[config.mk]
export PLATFORM = sky130hd
export DESIGN_NAME = cu_signal_pipeline
export DESIGN_NICKNAME = d
export VERILOG_FILES = /design/src/rtl/cu_signal_pipeline.sv
export SDC_FILE = /design/constraint.sdc
export NUM_CORES = 1
export LEC_CHECK = 0
export ABC_CLOCK_PERIOD_IN_PS = 5200
export CORE_MARGIN = 1
export CORE_UTILIZATION = 29
export CTS_CLUSTER_DIAMETER = 100
export DETAILED_ROUTE_END_ITERATION = 6
export PLACE_DENSITY_LB_ADDON = 0.12
export SYNTH_ARGS = -nofsm -noshare
export SYNTH_HDL_FRONTEND = slang
export SYNTH_SLANG_ARGS = --single-unit
[constraint.sdc]
create_clock -name clk -period 5.2 [get_ports clk]
set_input_delay 1.04 -clock clk [delete_from_list [all_inputs] [get_ports clk]]
set_output_delay 1.04 -clock clk [all_outputs]
set_load 0.02 [all_outputs]
[src/rtl/cu_signal_pipeline.sv]
// Registered control-word pipeline ID->EX->MEM->WB with bubble insertion,
// delay-slot annul tracking and a saturating debug bubble counter.
module cu_signal_pipeline #(
    parameter int                     CW_WIDTH  = 19,
    parameter logic [CW_WIDTH-1:0]    BUBBLE_CW = {CW_WIDTH{1'b0}},
    parameter int                     CNT_WIDTH = 16
) (
    input  logic                 clk,
    input  logic                 reset,
    input  logic [CW_WIDTH-1:0]  id_cw,
    input  logic                 id_valid,
    input  logic                 stall,
    input  logic                 flush,
    input  logic                 annul_req,
    input  logic                 cnt_clear,
    output logic [CW_WIDTH-1:0]  ex_cw,
    output logic [CW_WIDTH-1:0]  mem_cw,
    output logic [CW_WIDTH-1:0]  wb_cw,
    output logic                 ex_valid,
    output logic                 mem_valid,
    output logic                 wb_valid,
    output logic                 annul_pending,
    output logic [CNT_WIDTH-1:0] bubble_cnt
);

    typedef enum logic {
        IDLE  = 1'b0,
        ANNUL = 1'b1
    } state_e;

    state_e               state_q, state_d;
    logic [CW_WIDTH-1:0]  ex_cw_q, ex_cw_d;
    logic [CW_WIDTH-1:0]  mem_cw_q, wb_cw_q;
    logic                 ex_valid_q, ex_valid_d;
    logic                 mem_valid_q, wb_valid_q;
    logic [CNT_WIDTH-1:0] cnt_q, cnt_d;

    logic accept;
    logic squash;
    logic bubble_event;

    always_comb begin
        accept       = id_valid & ~stall;
        squash       = flush | (state_q == ANNUL);
        ex_cw_d      = BUBBLE_CW;
        ex_valid_d   = 1'b0;
        bubble_event = 1'b0;
        if (stall) begin
            bubble_event = 1'b1;
        end else if (!id_valid || squash) begin
            // Empty ID slots carry no instruction, so they are not bubbles.
            bubble_event = id_valid;
        end else begin
            ex_cw_d    = id_cw;
            ex_valid_d = 1'b1;
        end
    end

    always_comb begin
        state_d = state_q;
        unique case (state_q)
            IDLE:  if (annul_req && !flush) state_d = ANNUL;
            ANNUL: if (accept || flush)     state_d = IDLE;
            default: state_d = IDLE;
        endcase
    end

    always_comb begin
        cnt_d = cnt_q;
        if (cnt_clear) begin
            cnt_d = '0;
        end else if (bubble_event && (cnt_q != {CNT_WIDTH{1'b1}})) begin
            cnt_d = cnt_q + 1'b1;
        end
    end

    always_ff @(posedge clk or posedge reset) begin
        if (reset) begin
            state_q     <= IDLE;
            ex_cw_q     <= BUBBLE_CW;
            mem_cw_q    <= BUBBLE_CW;
            wb_cw_q     <= BUBBLE_CW;
            ex_valid_q  <= 1'b0;
            mem_valid_q <= 1'b0;
            wb_valid_q  <= 1'b0;
            cnt_q       <= '0;
        end else begin
            state_q     <= state_d;
            ex_cw_q     <= ex_cw_d;
            ex_valid_q  <= ex_valid_d;
            mem_cw_q    <= ex_cw_q;
            mem_valid_q <= ex_valid_q;
            wb_cw_q     <= mem_cw_q;
            wb_valid_q  <= mem_valid_q;
            cnt_q       <= cnt_d;
        end
    end

    assign ex_cw         = ex_cw_q;
    assign mem_cw        = mem_cw_q;
    assign wb_cw         = wb_cw_q;
    assign ex_valid      = ex_valid_q;
    assign mem_valid     = mem_valid_q;
    assign wb_valid      = wb_valid_q;
    assign annul_pending = (state_q == ANNUL);
    assign bubble_cnt    = cnt_q;

endmodule
### Word-level counts from Yosys, hierarchy flattened

Cells that the tools add are included.

* output and inout bits: 77
* flip-flop bits (word level): 77
* input port bits: 26
* word-level logic and storage cells: 32

* bitwise logic cells: 4
* add/sub/neg operators: 1
* reductions and logical operators: 7
* equal/unequal tests: 1
* muxes and demuxes: 11

Operator list (count)
* two-way mux 19 bit: 2
* two-way mux 16 bit: 2
* adder 16 x 1 -> 16 bit (second input constant): 1
* inequality test 16 bit (second input constant): 1
* two-way mux 1 bit: 6
* logical AND 1 bit: 2
* logical NOT 1 bit: 2
* logical OR 1 bit: 2
* NOT 1 bit: 2
* one-hot mux 1 bit (2 select lines): 1
* nonzero test 2 bit: 1
* AND 1 bit: 1
* bitwise OR 1 bit: 1

### Logic depth before layout (Yosys ltp)

Gate-level depths: netlist of run 1.

* depth after elaboration: 7
* depth in mapped cells: 5
* mapped depth without buffers: 5

### Worst setup path after synthesis of run 1

Ideal clock, no wire load.

* kind: input to register
* from: in id_valid
* to: reg cnt_q[9], in the netlist bubble_cnt[9]
* library setup time: 0.128 ns
* buffers on the path: 0
* arrival time: 2.051 ns
* required time: 5.072 ns
* setup slack: 3.021 ns
* stages: 4
* cell sequence: o21a_1 o211ai_1 nor4b_1 mux2_1

* word-level cells in the longest chain between the ends: 6

Ends and longest elaborated chain
* start, declared: RTL line 11 `input logic id_valid,`
* logical NOT 1 bit: RTL line 50 `end else if (!id_valid || squash) begin`
* logical OR 1 bit: RTL line 50
* two-way mux 1 bit *: RTL line 50
* two-way mux 1 bit *: RTL line 48 `if (stall) begin`
* logical AND 1 bit *: RTL line 72 `end else if (bubble_event && (cnt_q != {CNT_WIDTH{1'b1}})) begin`
* nonzero test 2 bit (no line) *
* end signal, assigned: RTL line 95 `cnt_q <= cnt_d;`
* end, declared: RTL line 36 `logic [CNT_WIDTH-1:0] cnt_q, cnt_d;`

Every way passes the cells marked *; elsewhere a longest branch is shown, timed or not.
A chain may end at the register's enable or synchronous reset.

### Worst setup path in the final report of run 1

* from: in flush
* to: reg cnt_q[10], in the netlist bubble_cnt[10]

* word-level cells in the longest chain between the ends: 6

Ends and longest elaborated chain
* start, declared: RTL line 13 `input logic flush,`
* bitwise OR 1 bit: RTL line 44 `squash = flush | (state_q == ANNUL);`
* logical OR 1 bit: RTL line 50
* two-way mux 1 bit: RTL line 50
* two-way mux 1 bit: RTL line 48
* logical AND 1 bit: RTL line 72
* nonzero test 2 bit (no line)

No other way between the ends.

==> flow_summary.yaml, run 1 <==
outcome:
  outcome: "finished, violations left"
  violations: "DRC"
pwr:
  vdd_drop_max_mv: 0.106
  leakage_nw: 1.77
  pwr_density_cell_nw_per_um2: 278
global_route:
  grt_max_degree: 42
  met1_usage_pct: 15.8
  grt_first_pass_wirelength_um: 10000
  overflow: 0
  use_met3_pct: 4.15
  met2_usage_pct: 23.5
  track_usage_pct: 13.7
  antenna_found_initial: 0
  busiest_layer: "met2"
  grt_pass1_vias: 1907
critical_path:
  crit_buf_inv: 1
  cp.required_ns: 5.43
  cp_max_fo: 9
  cp-start-kind: "primary input"
  crit_chain: "clkdlybuf4s50_1, o21a_1, o21ai_1, nor4_1, mux2_1"
  critPathSlowestCell: "o21ai_1"
  critPathMaxStageDelay_ns: 0.57
  ff2ff_path_depth: 5
  timing.setup.critical_path_class: "in2reg"
  cp-end-kind: "flip-flop"
  critPathTopFamily: "compound AO/OA/AOI/OAI gates"
  cp.depth: 5
  arrival_ns: 2.77
logic_synthesis:
  yosysWarnings: 0
  synthArstFlopShare_pct: 100
  yosysUniqueCellTypes: 36
  seq_area_frac_synth_pct: 72.3
  synth_nets: 216
  synth_edf_count: 0
  yosysTopAreaCell: "dfrtp_1"
  synthFlopType: "dfrtp_1"
  synth_top_cell_area_share_pct: 72.3
  synth_seq_cells: 77
  yosys-top-cells-count: "dfrtp_1 (77), and2_1 (19), a21oi_1 (8), nand2_1 (8), nor2_1 (8)"
  synthCells: 189
  netlist_top_cells_area: "dfrtp_1 (72%), and2_1 (4.5%), nor4_4 (1.6%), a21oi_1 (1.5%), a311oi_1 (1.3%)"
  synth_area_per_cell_um2: 14.1
  synth_area_um2: 2670
  synth.most_common_cell: "dfrtp_1"
timing:
  maxSlewViolCount: 0
  finalCritPeriodShare_pct: 48.9
  finalHoldViolCount: 0
  slew_headroom_pct: 42.6
  grt_setup_unrepaired: "no"
  fmax_mhz: 393
  setup_violations: 0
  tightestPinTransition_ns: 0.859
  setup_tns_ns: 0
  skew_ns: 0.00571
  period_needed_ns: 2.54
floorplan:
  start_util_pct: 30.3
  rows: 34
  chipWidth_um: 97.9
  die_y_um: 97.9
  ioPinCount: 103
  dieArea_um2: 9580
  design.core.area_um2: 8810
clock_network:
  cts_made_buffers: 9
  hold_buffers: 0
  htree_levels: 3
  cts_tree: "yes"
  cts_sinks: 77
  cts_resized: 0
  clock_path_buffers: 2
  root_buffer: "clkbuf_8"
  clk_latency_ns: 0.34
  post-cts-setup-buffer-count: 0
  clkTransAtPathRegs_ns: 0.08
detailed_routing:
  vias: 1927
  totalWireLength_um: 6220
  drtIter0Drc: 120
  dr.pass1.iters: 6
  viasPerCell: 4.68
  ant_nets: 0
  drc: 10
  wl_per_cell_um: 15.1
finish:
  drive_gt1_share_pct: 8.88
  diodes: 0
  final_nets: 327
  fill_cells: 828
  syn2layout_area_growth_pct: 49.8
  final_util_pct: 45.3
place:
  numPortBuffers: 102
  place_hpwl_um: 4400
  gp_congestion: 0.778
hold_path:
  min_path_type: "reg2reg"
  worst_hold_path.num_cells: 0
run:
  maxCapViolCount: 0
worst register-to-register path: stages, from the launching register on:
cell and delay [ns]:
dfrtp_1 0.45, ha_1 0.26, nand4_1 0.21, nor4_4 0.38, nor2_1 0.13, mux2_1 0.32
placed cells by master (no fill, tap or decap), types with 2 or more instances in the layout:
cell	netlist	final
clkdlybuf4s50_1	0	102
dfrtp_1	77	77
and2_1	19	19
clkbuf_8	0	9
nor2_1	8	8
nand2_1	8	8
a21oi_1	8	8
inv_1	6	5
nor3_1	5	5
a311oi_1	4	4
nor2b_1	4	4
nand3_1	4	4
o31ai_1	4	4
or4_1	4	4
o21a_1	3	3
nand4_1	3	3
mux2_1	3	3
a31oi_1	3	3
nand4_2	2	2
nor4_4	2	2
clkinv_4	0	2
clkinv_2	0	2
buf_4	0	2
final timing paths:
path,endpoint,from,slack [ns]
max in group asynchronous,wb_cw[3],reset,3.04
worst min register to register,wb_cw[9],mem_cw[9],0.37
worst max register to register,bubble_cnt[0],bubble_cnt[0],3.34
worst min-delay path,wb_cw[9],mem_cw[9],0.37
min in group asynchronous,bubble_cnt[14],reset,1.18
worst max-delay path,bubble_cnt[10],flush,2.66
state kept, by name, indices dropped and copies added (netlist names):
signal,count
ex_valid,1
ex_cw,19
wb_cw,19
annul_pending,1
bubble_cnt,16
wb_valid,1
mem_cw,19
mem_valid,1
layout make-up:
type	instances	area, um^2	share of cell area, %
clock buffer	10	128	3.20
tap	108	135	3.39
multi-input combinational	102	707	17.7
inverter	6	22.5	0.564
timing repair buffer	104	1040	26.0
sequential	77	1930	48.3
clock inverter	5	36.3	0.909
stage by stage:
stage	area, um^2	total power [mW]	instances	hold slack (ns)	worst slack, ns
final	3990	1.11	412	0.373	2.66
after detailed placement	3830	0.730	397	0.360	2.32
after global routing	3990	1.16	412	0.379	2.56
after floorplan	2670	0.672	189	0.494	2.19
after CTS	3990	1.13	412	0.377	2.64
after global placement	3830	0.729	397	0.356	2.36
where the power goes:
group          internal (mW)  leakage [nW]  switching [mW]
logic                 0.0466         0.626          0.0487
registers              0.612          1.06         0.00879
clock network          0.173        0.0865           0.221
routing by layer:
layer  part of all wire, %  up-vias
met2                    51       73
met4                   1.4        0
met5                     0        -
met1                    40      954
li1                      -      892
met3                   6.8        8
cell families (layout without fill, tap and decap cells):
kind of cell | after synthesis | count (layout) | synth area share, %
AOI/OAI and AO/OA | 29 | 29 | 7.46
adders and majority gates | 1 | 1 | 0.469
buffers and inverters | 10 | 125 | 1.41
DFF | 77 | 77 | 72.3
muxes | 4 | 4 | 1.64
and+or+nand+nor | 68 | 68 | 16.7
Note: power is estimated with default switching activity, not from simulation.
==> run 2, diff against run 1 <==
--- a/config.mk
+++ b/config.mk
@@ -5,7 +5,7 @@
 export SDC_FILE = /design/constraint.sdc
 export NUM_CORES = 1
 export LEC_CHECK = 0
-export ABC_CLOCK_PERIOD_IN_PS = 5200
+export ABC_CLOCK_PERIOD_IN_PS = 2100
 export CORE_MARGIN = 1
 export CORE_UTILIZATION = 29
 export CTS_CLUSTER_DIAMETER = 100
==> constraint.sdc (replaced) <==
create_clock -name clk -period 2.1 [get_ports clk]
set_input_delay 0.42 -clock clk [delete_from_list [all_inputs] [get_ports clk]]
set_output_delay 0.42 -clock clk [all_outputs]
set_load 0.02 [all_outputs]
==> run 2 against run 1 <==
Effect of this change:
- the run still ends with DRC left
- combinational power increased to 2.7 times the previous value
- sequential share of layout area decreased by 1.7 points
- via count increased by 1.4%
- power increased to 2.7 times the previous value
- die area unchanged
- sequential power increased by 150%
- utilization increased by 1.6 points
- sequential cell count unchanged
- critical endpoint is now bubble_cnt[2]
==> flow_summary.yaml, run 2 (synthesis results as in run 1) <==
outcome:
  outcome: "finished, violations left"
  violations: "DRC"
place:
  numPortBuffers: 102
  place_hpwl_um: 4520
  gp_congestion: 0.836
  dpl.cell_count: 404
timing:
  finalHoldViolCount: 0
  maxSlewViolCount: 0
  grt_setup_unrepaired: "no"
  setup_tns_ns: 0
  tightestPinTransition_ns: 0.571
  fmax_mhz: 516
  slew_headroom_pct: 61.8
  setup_violations: 0
  finalCritPeriodShare_pct: 92.2
  period_needed_ns: 1.94
  worst_hold_slack_ns: 0.373
  skew_ns: 0.0107
clock_network:
  htree_levels: 3
  cts_tree: "yes"
  cts_made_buffers: 9
  root_buffer: "clkbuf_8"
  cts_sinks: 77
  clock_path_buffers: 2
  clkTransAtPathRegs_ns: 0.08
  clk_latency_ns: 0.34
  hold_buffers: 0
  cts_resized: 0
  post-cts-setup-buffer-count: 0
floorplan:
  dieArea_um2: 9580
  design.core.area_um2: 8810
  chipWidth_um: 97.9
  start_util_pct: 30.3
  die_y_um: 97.9
  ioPinCount: 103
  rows: 34
critical_path:
  cp.depth: 1
  rrSetupSlack_ns: 0.22
  critPathTopFamily: "buffers and inverters"
  cp-startpoint: "bubble_cnt[2]"
  crit_buf_inv: 1
  critPathMaxStageDelay_ns: 0.66
  timing.setup.critical_path_class: "reg2out"
  critPathSlowestCell: "clkdlybuf4s50_1"
  arrival_ns: 1.52
  cp-end-kind: "output pin"
  cp-start-kind: "flip-flop"
  crit_chain: "clkdlybuf4s50_1"
  cp.required_ns: 1.68
  cp_max_fo: 8
  cp-endpoint: "bubble_cnt[2]"
  ff2ff_path_depth: 5
  r2r_end: "bubble_cnt[0]"
  r2r_start: "bubble_cnt[0]"
finish:
  fill_cells: 808
  final_nets: 334
  final_common_cell: "clkdlybuf4s50_1"
  drive_gt1_share_pct: 10.9
  final_cells: 420
  diodes: 0
  final_util_pct: 47.0
  final_cell_mix: "clkdlybuf4s50_1 (102), dfrtp_1 (77), and2_1 (19), clkbuf_8 (9)"
  syn2layout_area_growth_pct: 55.2
pwr:
  total_power_mw: 3.00
  vdd_drop_max_mv: 0.320
  pwr_density_cell_nw_per_um2: 726
  leakage_nw: 1.83
detailed_routing:
  ant_nets: 0
  vias: 1954
  dr.pass1.iters: 6
  totalWireLength_um: 6180
  drc: 10
  viasPerCell: 4.65
  drtIter0Drc: 96
  wl_per_cell_um: 14.7
global_route:
  grt_max_degree: 28
  track_usage_pct: 13.9
  grt_first_pass_wirelength_um: 10100
  antenna_found_initial: 0
  grt_pass1_vias: 1964
  overflow: 0
hold_path:
  hp-start: "ex_cw[6]"
  min_path_type: "reg2reg"
run:
  maxCapViolCount: 0
[run 2: power breakdown]
group / switching, mW / total, mW / internal (mW)
Sequential: 0.0212 / 1.54 / 1.51
Clock: 0.537 / 1.21 / 0.675
Combinational: 0.126 / 0.257 / 0.131
[run 2: through the flow]
stage | setup WS [ns] | cell area [um^2]
finish | 0.164 | 4140
global route | 0.0441 | 4140
CTS | 0.149 | 4140
detailed placement | -0.142 | 3920
global placement | -0.0987 | 3920
floorplan | 0.352 | 2670
[run 2: final cells by class]
class / count / area (um^2) / area share (%)
clock inverters: 5 / 83.8 / 2.03
multi-input cells: 102 / 707 / 17.1
inverters: 6 / 26.3 / 0.635
well taps: 108 / 135 / 3.27
flip-flops and latches: 77 / 1930 / 46.6
repair buffers: 111 / 1130 / 27.2
clock buffers: 11 / 131 / 3.18
[run 2: routing by layer]
metal / vias up / GRT usage, % / wire length, um
li1: 912 / - / -
met1: 966 / 17.5 / 2710
met2: 66 / 21.9 / 3010
met3: 10 / 3.72 / 343
met4: 0 / 7.11 / 114
met5: - / 0 / 0
[run 2: worst min-delay path by stage]
stage,end,slack (ns),cells past startpoint
after floorplan,annul_pending,0.49,1
after global placement,mem_cw[0],0.36,0
after detailed placement,mem_cw[6],0.36,0
after CTS,mem_cw[6],0.38,0
after global routing,mem_cw[4],0.38,0
final,mem_cw[6],0.37,0
